--- src/rtl/hazard_unit_if.sv ---
// Hazard unit signal bundle: DE-stage operand/producer info in, pipeline control out.
// The pipeline drives through master; the hazard unit sits on slave.
interface hazard_unit_if #(
    parameter int CNT_WIDTH = 16
);
    logic [4:0]           rs1_de;
    logic [4:0]           rs2_de;
    logic                 use_rs1_de;
    logic                 use_rs2_de;
    logic [4:0]           rd_de;
    logic                 ru_write_de;
    logic                 load_de;
    logic                 branch_taken_ex;

    logic                 stall_pc;
    logic                 stall_if_de;
    logic                 flush_if_de;
    logic                 flush_de_ex;
    logic [1:0]           forward_a;
    logic [1:0]           forward_b;
    logic                 bypass_rs1_de;
    logic                 bypass_rs2_de;
    logic [CNT_WIDTH-1:0] stall_count;
    logic [CNT_WIDTH-1:0] flush_count;

    modport master (
        output rs1_de, rs2_de, use_rs1_de, use_rs2_de, rd_de, ru_write_de, load_de,
               branch_taken_ex,
        input  stall_pc, stall_if_de, flush_if_de, flush_de_ex, forward_a, forward_b,
               bypass_rs1_de, bypass_rs2_de, stall_count, flush_count
    );

    modport slave (
        input  rs1_de, rs2_de, use_rs1_de, use_rs2_de, rd_de, ru_write_de, load_de,
               branch_taken_ex,
        output stall_pc, stall_if_de, flush_if_de, flush_de_ex, forward_a, forward_b,
               bypass_rs1_de, bypass_rs2_de, stall_count, flush_count
    );
endinterface

--- src/rtl/hazard_unit.sv ---
// RV32I 5-stage hazard/forwarding controller: shadow scoreboard of EX/ME/WB, comb controls.
// Controls are combinational from scoreboard + DE inputs; scoreboard and counters update each edge.
module hazard_unit #(
    parameter int CNT_WIDTH = 16
) (
    input  logic         clk,
    input  logic         reset,
    hazard_unit_if.slave hz
);

    typedef struct packed {
        logic [4:0] rs1;
        logic [4:0] rs2;
        logic       use1;
        logic       use2;
        logic [4:0] rd;
        logic       wr;
        logic       load;
    } ex_slot_t;

    ex_slot_t             ex_q, ex_d;
    logic [4:0]           me_rd_q, wb_rd_q;
    logic                 me_wr_q, wb_wr_q;
    logic [CNT_WIDTH-1:0] stall_cnt_q, stall_cnt_d;
    logic [CNT_WIDTH-1:0] flush_cnt_q, flush_cnt_d;

    logic branch;
    logic load_use;
    logic stall;
    logic flush_de_ex;

    function automatic logic writes(input logic wr, input logic [4:0] rd, input logic [4:0] r);
        return wr && (rd == r) && (r != 5'd0);
    endfunction

    function automatic logic [1:0] fwd_sel(input logic use_bit, input logic [4:0] r,
                                           input logic me_wr, input logic [4:0] me_rd,
                                           input logic wb_wr, input logic [4:0] wb_rd);
        logic [1:0] sel;
        sel = 2'b00;
        if (use_bit && writes(me_wr, me_rd, r)) begin
            sel = 2'b01;
        end else if (use_bit && writes(wb_wr, wb_rd, r)) begin
            sel = 2'b10;
        end
        return sel;
    endfunction

    // Masking the branch input keeps every output quiet while reset is held.
    assign branch   = hz.branch_taken_ex & reset;
    assign load_use = ex_q.load && ex_q.wr && (ex_q.rd != 5'd0) &&
                      ((hz.use_rs1_de && (hz.rs1_de == ex_q.rd)) ||
                       (hz.use_rs2_de && (hz.rs2_de == ex_q.rd)));
    assign stall       = load_use && !branch;
    assign flush_de_ex = branch || load_use;

    assign hz.stall_pc      = stall;
    assign hz.stall_if_de   = stall;
    assign hz.flush_if_de   = branch;
    assign hz.flush_de_ex   = flush_de_ex;
    assign hz.forward_a     = fwd_sel(ex_q.use1, ex_q.rs1, me_wr_q, me_rd_q, wb_wr_q, wb_rd_q);
    assign hz.forward_b     = fwd_sel(ex_q.use2, ex_q.rs2, me_wr_q, me_rd_q, wb_wr_q, wb_rd_q);
    assign hz.bypass_rs1_de = hz.use_rs1_de && writes(wb_wr_q, wb_rd_q, hz.rs1_de);
    assign hz.bypass_rs2_de = hz.use_rs2_de && writes(wb_wr_q, wb_rd_q, hz.rs2_de);
    assign hz.stall_count   = stall_cnt_q;
    assign hz.flush_count   = flush_cnt_q;

    always_comb begin
        ex_d = '0;
        if (!flush_de_ex) begin
            ex_d.rs1  = hz.rs1_de;
            ex_d.rs2  = hz.rs2_de;
            ex_d.use1 = hz.use_rs1_de;
            ex_d.use2 = hz.use_rs2_de;
            ex_d.rd   = hz.rd_de;
            ex_d.wr   = hz.ru_write_de;
            ex_d.load = hz.load_de;
        end

        stall_cnt_d = stall_cnt_q;
        if (stall && (stall_cnt_q != {CNT_WIDTH{1'b1}})) begin
            stall_cnt_d = stall_cnt_q + 1'b1;
        end

        flush_cnt_d = flush_cnt_q;
        if (branch && (flush_cnt_q != {CNT_WIDTH{1'b1}})) begin
            flush_cnt_d = flush_cnt_q + 1'b1;
        end
    end

    always_ff @(posedge clk or negedge reset) begin
        if (!reset) begin
            ex_q        <= '0;
            me_rd_q     <= 5'd0;
            me_wr_q     <= 1'b0;
            wb_rd_q     <= 5'd0;
            wb_wr_q     <= 1'b0;
            stall_cnt_q <= '0;
            flush_cnt_q <= '0;
        end else begin
            wb_rd_q     <= me_rd_q;
            wb_wr_q     <= me_wr_q;
            me_rd_q     <= ex_q.rd;
            me_wr_q     <= ex_q.wr;
            ex_q        <= ex_d;
            stall_cnt_q <= stall_cnt_d;
            flush_cnt_q <= flush_cnt_d;
        end
    end

endmodule

--- src/flat_wrapper.sv ---
// flat-port wrapper written by rule: the top's interface ports become plain ports
module hazard_unit_flat 
#(
    parameter int CNT_WIDTH = 16
)
  (clk, reset, hz_rs1_de, hz_rs2_de, hz_use_rs1_de, hz_use_rs2_de, hz_rd_de, hz_ru_write_de, hz_load_de, hz_branch_taken_ex, hz_stall_pc, hz_stall_if_de, hz_flush_if_de, hz_flush_de_ex, hz_forward_a, hz_forward_b, hz_bypass_rs1_de, hz_bypass_rs2_de, hz_stall_count, hz_flush_count);
  hazard_unit_if #(.CNT_WIDTH(CNT_WIDTH)) hz_i ();
  input  logic clk;
  input  logic reset;
  input wire logic [$bits(hz_i.rs1_de)-1:0] hz_rs1_de;
  input wire logic [$bits(hz_i.rs2_de)-1:0] hz_rs2_de;
  input wire logic [$bits(hz_i.use_rs1_de)-1:0] hz_use_rs1_de;
  input wire logic [$bits(hz_i.use_rs2_de)-1:0] hz_use_rs2_de;
  input wire logic [$bits(hz_i.rd_de)-1:0] hz_rd_de;
  input wire logic [$bits(hz_i.ru_write_de)-1:0] hz_ru_write_de;
  input wire logic [$bits(hz_i.load_de)-1:0] hz_load_de;
  input wire logic [$bits(hz_i.branch_taken_ex)-1:0] hz_branch_taken_ex;
  output wire logic [$bits(hz_i.stall_pc)-1:0] hz_stall_pc;
  output wire logic [$bits(hz_i.stall_if_de)-1:0] hz_stall_if_de;
  output wire logic [$bits(hz_i.flush_if_de)-1:0] hz_flush_if_de;
  output wire logic [$bits(hz_i.flush_de_ex)-1:0] hz_flush_de_ex;
  output wire logic [$bits(hz_i.forward_a)-1:0] hz_forward_a;
  output wire logic [$bits(hz_i.forward_b)-1:0] hz_forward_b;
  output wire logic [$bits(hz_i.bypass_rs1_de)-1:0] hz_bypass_rs1_de;
  output wire logic [$bits(hz_i.bypass_rs2_de)-1:0] hz_bypass_rs2_de;
  output wire logic [$bits(hz_i.stall_count)-1:0] hz_stall_count;
  output wire logic [$bits(hz_i.flush_count)-1:0] hz_flush_count;
  assign hz_i.rs1_de = hz_rs1_de;
  assign hz_i.rs2_de = hz_rs2_de;
  assign hz_i.use_rs1_de = hz_use_rs1_de;
  assign hz_i.use_rs2_de = hz_use_rs2_de;
  assign hz_i.rd_de = hz_rd_de;
  assign hz_i.ru_write_de = hz_ru_write_de;
  assign hz_i.load_de = hz_load_de;
  assign hz_i.branch_taken_ex = hz_branch_taken_ex;
  assign hz_stall_pc = hz_i.stall_pc;
  assign hz_stall_if_de = hz_i.stall_if_de;
  assign hz_flush_if_de = hz_i.flush_if_de;
  assign hz_flush_de_ex = hz_i.flush_de_ex;
  assign hz_forward_a = hz_i.forward_a;
  assign hz_forward_b = hz_i.forward_b;
  assign hz_bypass_rs1_de = hz_i.bypass_rs1_de;
  assign hz_bypass_rs2_de = hz_i.bypass_rs2_de;
  assign hz_stall_count = hz_i.stall_count;
  assign hz_flush_count = hz_i.flush_count;
  hazard_unit #(.CNT_WIDTH(CNT_WIDTH)) u_core (.clk(clk), .reset(reset), .hz(hz_i));
endmodule
--- config.mk ---
export PLATFORM = sky130hd
export DESIGN_NAME = hazard_unit_flat
export DESIGN_NICKNAME = d
export VERILOG_FILES = /design/src/rtl/hazard_unit_if.sv /design/src/rtl/hazard_unit.sv /design/src/flat_wrapper.sv
export SDC_FILE = /design/constraint.sdc
export NUM_CORES = 1
export LEC_CHECK = 0
export CAP_MARGIN = 20
export CORE_MARGIN = 8
export CORE_UTILIZATION = 40
export CTS_BUF_LIST = sky130_fd_sc_hd__clkbuf_8
export DETAILED_ROUTE_END_ITERATION = 12
export PLACE_DENSITY_LB_ADDON = 0.25
export SLEW_MARGIN = 40
export SYNTH_ARGS = -nofsm -noshare
export SYNTH_HDL_FRONTEND = slang
export SYNTH_SLANG_ARGS = --single-unit
--- constraint.sdc ---
create_clock -name clk -period 1.8 [get_ports clk]
set_clock_uncertainty 0.1 [all_clocks]
set_input_delay 0.18 -clock clk [delete_from_list [all_inputs] [get_ports clk]]
set_output_delay 0.18 -clock clk [all_outputs]
set_load 0.02 [all_outputs]
==> reports/results.env <==
OUTCOME='complete, but fails checks'
FAILED_CHECKS='negative setup slack'
LAYOUT.CELL_AREA.NON_FILLER_UM2=5035
TIMING.FINAL.WS_SETUP_PS=-377.4
MIN_PERIOD_OVER_PERIOD=1.210
ANTENNA_VIOLATING_NETS_POST_ROUTE=0
INSERTION_DELAY_PS=330
FIN_NETS=460
SYNTH_AREA_LEADER_CELL='sky130_fd_sc_hd__dfrtp_1'
GRT_MAX_DEGREE=64
PLACE_WORST_SETUP_SLACK_PS=-621.8
CRITICAL_PATH_SINK_TYPE='output pin'
SYNTH_AREA_LEADERS='sky130_fd_sc_hd__dfrtp_1 (51%), sky130_fd_sc_hd__xnor2_1 (14%), sky130_fd_sc_hd__xor2_1 (4.8%), sky130_fd_sc_hd__nand3_1 (4.2%), sky130_fd_sc_hd__nand4_1 (2.4%)'
VIA_COUNT_OF_THE_FIRST_GLOBAL_ROUTING_PASS=2847
DIE_AREA_UM2=10840
WORST-SLEW-PIN-TRANSITION_PS=599.3
MAX_CAP_VIOL_COUNT=0
GLOBAL_ROUTE_WIRE_LENGTH_BEFORE_REPAIR_UM=14270
REG2REG_TO='u_core.hz.stall_count[1]'
HOLD_START='hz_rd_de[0]'
POST_DRT_WL_PER_CELL_UM=16.20
FINALWORSTPATHREQUIREDPERIOD_PS=2177
POST_SYNTH_NUM_CELL_TYPES=39
WORST-SETUP-PATH-TYPE='reg -> out'
INSERTEDDIODECOUNT=0
YS_FF_LATCH=63
GLOBAL_ROUTE.OVERFLOW_TOTAL=0
SYNTH_FLOP_CELL='sky130_fd_sc_hd__dfrtp_1'
DETAIL_ROUTE.DRC_VIOLATIONS=0
DPL.HPWL_UM=6164
SYNTHESIZED_AREA_UM2=3105
CORE.ROWCOUNT=32
SYNTH_MOST_COMMON_CELL='sky130_fd_sc_hd__dfrtp_1'
TIMING.REG2REG.WORST_PATH_DEPTH=7
GRT_USE_TOTAL=0.1638
HTREE_LEVELS=3
NUMCTSBUFFERS=9
CRIT_ARRIVAL_PS=1900
TIMING_HOLD_VIOLATIONS_FINAL=0
REGTOREGSETUPSLACK_PS=-280
MAX-SLEW-MARGIN-REL=0.5968
RSZ0062_AT_GRT='true'
POWER.IR.VDD_WORST_mV=0.7821
SETUP-VIOLATIONS-FINAL=43
FIRST_PASS_ITERS=4
DIEWIDTH_UM=104.1
DPL_CELL_AREA_UM2=4387
POWER.DENSITY_nW_PER_UM2=734.0
CTSROOTBUFFERMASTER='sky130_fd_sc_hd__clkbuf_8'
CRIT-REG2REG-LAUNCH='u_core.ex_q[3]'
PORT_BUFFERS=63
YOSYS.AREA.TOP_TYPE_SHARE=0.5077
NUMBER_OF_ANTENNA_VIOLATIONS_AT_THE_FIRST_CHECK_IN_GLOBAL_ROUTING=0
PLACE.DETAILED.INSTANCES=513
SYNTHESIS.YOSYS.WARNINGS=0
CRIT_REQUIRED_PS=1520
POST_SYN_NETS=307
MAX-CLOCK-PATH-BUFFERS=2
PLACEABLECOREAREA_UM2=7607
VIAS=2707
HOLD-PATH-ENDPOINT='u_core.ex_q[2]'
GPL.FINAL_WEIGHTED_CONGESTION=0.8829
DIE_H_UM=104.1
TRITONCTS_CLOCK_TREE='built'
LAYOUT.CELLS.NON_FILLER=542
DETAIL_ROUTE.VIAS_PER_CELL=4.994
WORSTPATHMAXFANOUT=3
YS_ASYNC_SR_FRACTION=1.000
WORST_SETUP_HOLD_PATH_CLK_SLEW_PS=70
ACHIEVABLE-FREQUENCY_MHz=459.3
CRIT_PATH_START_KIND='register'
POSTSYNTHAREAPERCELL_UM2=10.97
NETLIST_INSTANCES=283
TOTAL_LEAKAGE_POWER_uW=0.002205
FINALWIRELENGTH_UM=8782
POSTLAYOUTCOREUTIL=0.6618
DRV_SLEW=0
HOLD_PATH_DEPTH=2
CLOCK_SINKS=63
SEQUENTIAL_TO_TOTAL_AREA_SHARE_FROM_YOSYS_STAT=0.5077
FINAL_LAYOUT_SIZE_SUFFIX_GT1_FRAC=0.4136
POST_SYNTH_MOST_FREQUENT_CELLS='sky130_fd_sc_hd__dfrtp_1 (63), sky130_fd_sc_hd__xnor2_1 (48), sky130_fd_sc_hd__nand3_1 (26), sky130_fd_sc_hd__xor2_1 (17), sky130_fd_sc_hd__nand2_1 (16)'
HOLD_PATH_CLASS='in -> reg'
SYNTH-EDFF-COUNT=0
INITIAL_UTILIZATION=0.4082
DRT_ITER0_MARKERS=60
AREA_GROWTH_SYN_TO_LAYOUT_PCT=62.13
IOS=64
[worst max-delay path: stages, from the launching register on]
cell	delay, ps
sky130_fd_sc_hd__dfrtp_1	400
sky130_fd_sc_hd__or4_4	580
sky130_fd_sc_hd__o211ai_4	230
sky130_fd_sc_hd__nor2_4	60
sky130_fd_sc_hd__and2_4	160
sky130_fd_sc_hd__buf_6	120
[power breakdown]
| group | switching (µW) | internal [µW] |
|---|---|---|
| logic | 460 | 552 |
| registers | 106 | 1540 |
| clock network | 522 | 517 |
| total | 1090 | 2610 |
[flip-flops by register name, summed over array words and instances, names as in the netlist]
| name | flops |
|---|---|
| u_core.wb_wr_q | 1 |
| u_core.wb_rd_q | 5 |
| u_core.me_wr_q | 1 |
| u_core.hz.stall_count | 16 |
| u_core.hz.flush_count | 16 |
| u_core.me_rd_q | 5 |
| u_core.ex_q | 19 |
[worst max-delay path by stage]
stage | slack [ps] | cells after the start | to | from
6_report | -380 | 5 | hz_stall_if_de | u_core.ex_q[5]
5_1_grt | -440 | 5 | hz_stall_if_de | u_core.ex_q[5]
4_1_cts | -410 | 5 | hz_flush_de_ex | u_core.ex_q[5]
3_5_place_dp | -620 | 6 | hz_stall_if_de | hz_rs2_de[4]
3_3_place_gp | -600 | 6 | hz_stall_if_de | hz_rs2_de[4]
2_1_floorplan | -150 | 5 | u_core.hz.stall_count[1] | u_core.ex_q[6]
[timing repair]
item                                   in CTS  in global routing
endpoints found under the hold margin      17                  0
cloned                                      1                  0
buffers inserted                            7                  6
setup endpoints to repair                  45                 50
pin swaps                                  16                 22
hold buffers                                1                  0
gates resized for setup                    90                 40
[cells by family after synthesis]
kind of cell	count (synthesis)	share of synthesized area
adder cells (fa/ha/maj)	2	0.008057
buffers and inverters	13	0.02256
flip-flops	63	0.5077
multiplexers	3	0.01088
AO/OA/AOI/OAI	16	0.03908
AND/OR/NAND/NOR	121	0.2284
XOR/XNOR	65	0.1833
[through the flow]
stage | power [µW] | hold slack (ps) | TNS [ps]
after floorplan | 2046 | -215.6 | -580.4
after global placement | 2556 | 315.4 | -13230
final | 3696 | 295.9 | -8545
after detailed placement | 2571 | 314.8 | -14490
after global routing | 3911 | 277.9 | -12240
after CTS | 3686 | 286.5 | -8549
[layout make-up]
type                       count  area (µm²)
multi-input combinational    207        1803
clock buffer                  10       137.6
timing repair buffer         149        1333
clock inverter                 5       25.02
sequential                    63        1587
inverter                       6       22.52
tap                          102       127.6
fill                         606        2572
[cell usage in the layout, fill, tap and decap left out, drive strengths merged, types with 4 or more instances in the layout]
cell / count
xor2: 17
nand2: 16
nor4: 9
nand3: 27
clkdlybuf4s50: 52
nor3: 7
xnor2: 48
buf: 95
inv: 5
nand4: 12
clkbuf: 10
dfrtp: 63
and4: 5
o21ai: 6
and3: 6
clkinv: 6
nor2: 7
and2: 20
a21oi: 4
[metal layers]
metal,part of all wire,track usage
met1,0.43,0.1908
met2,0.50,0.2764
met3,0.058,0.05143
met4,0.020,0.05998
met5,0,0
No activity file was read; power rests on OpenSTA's default activity.
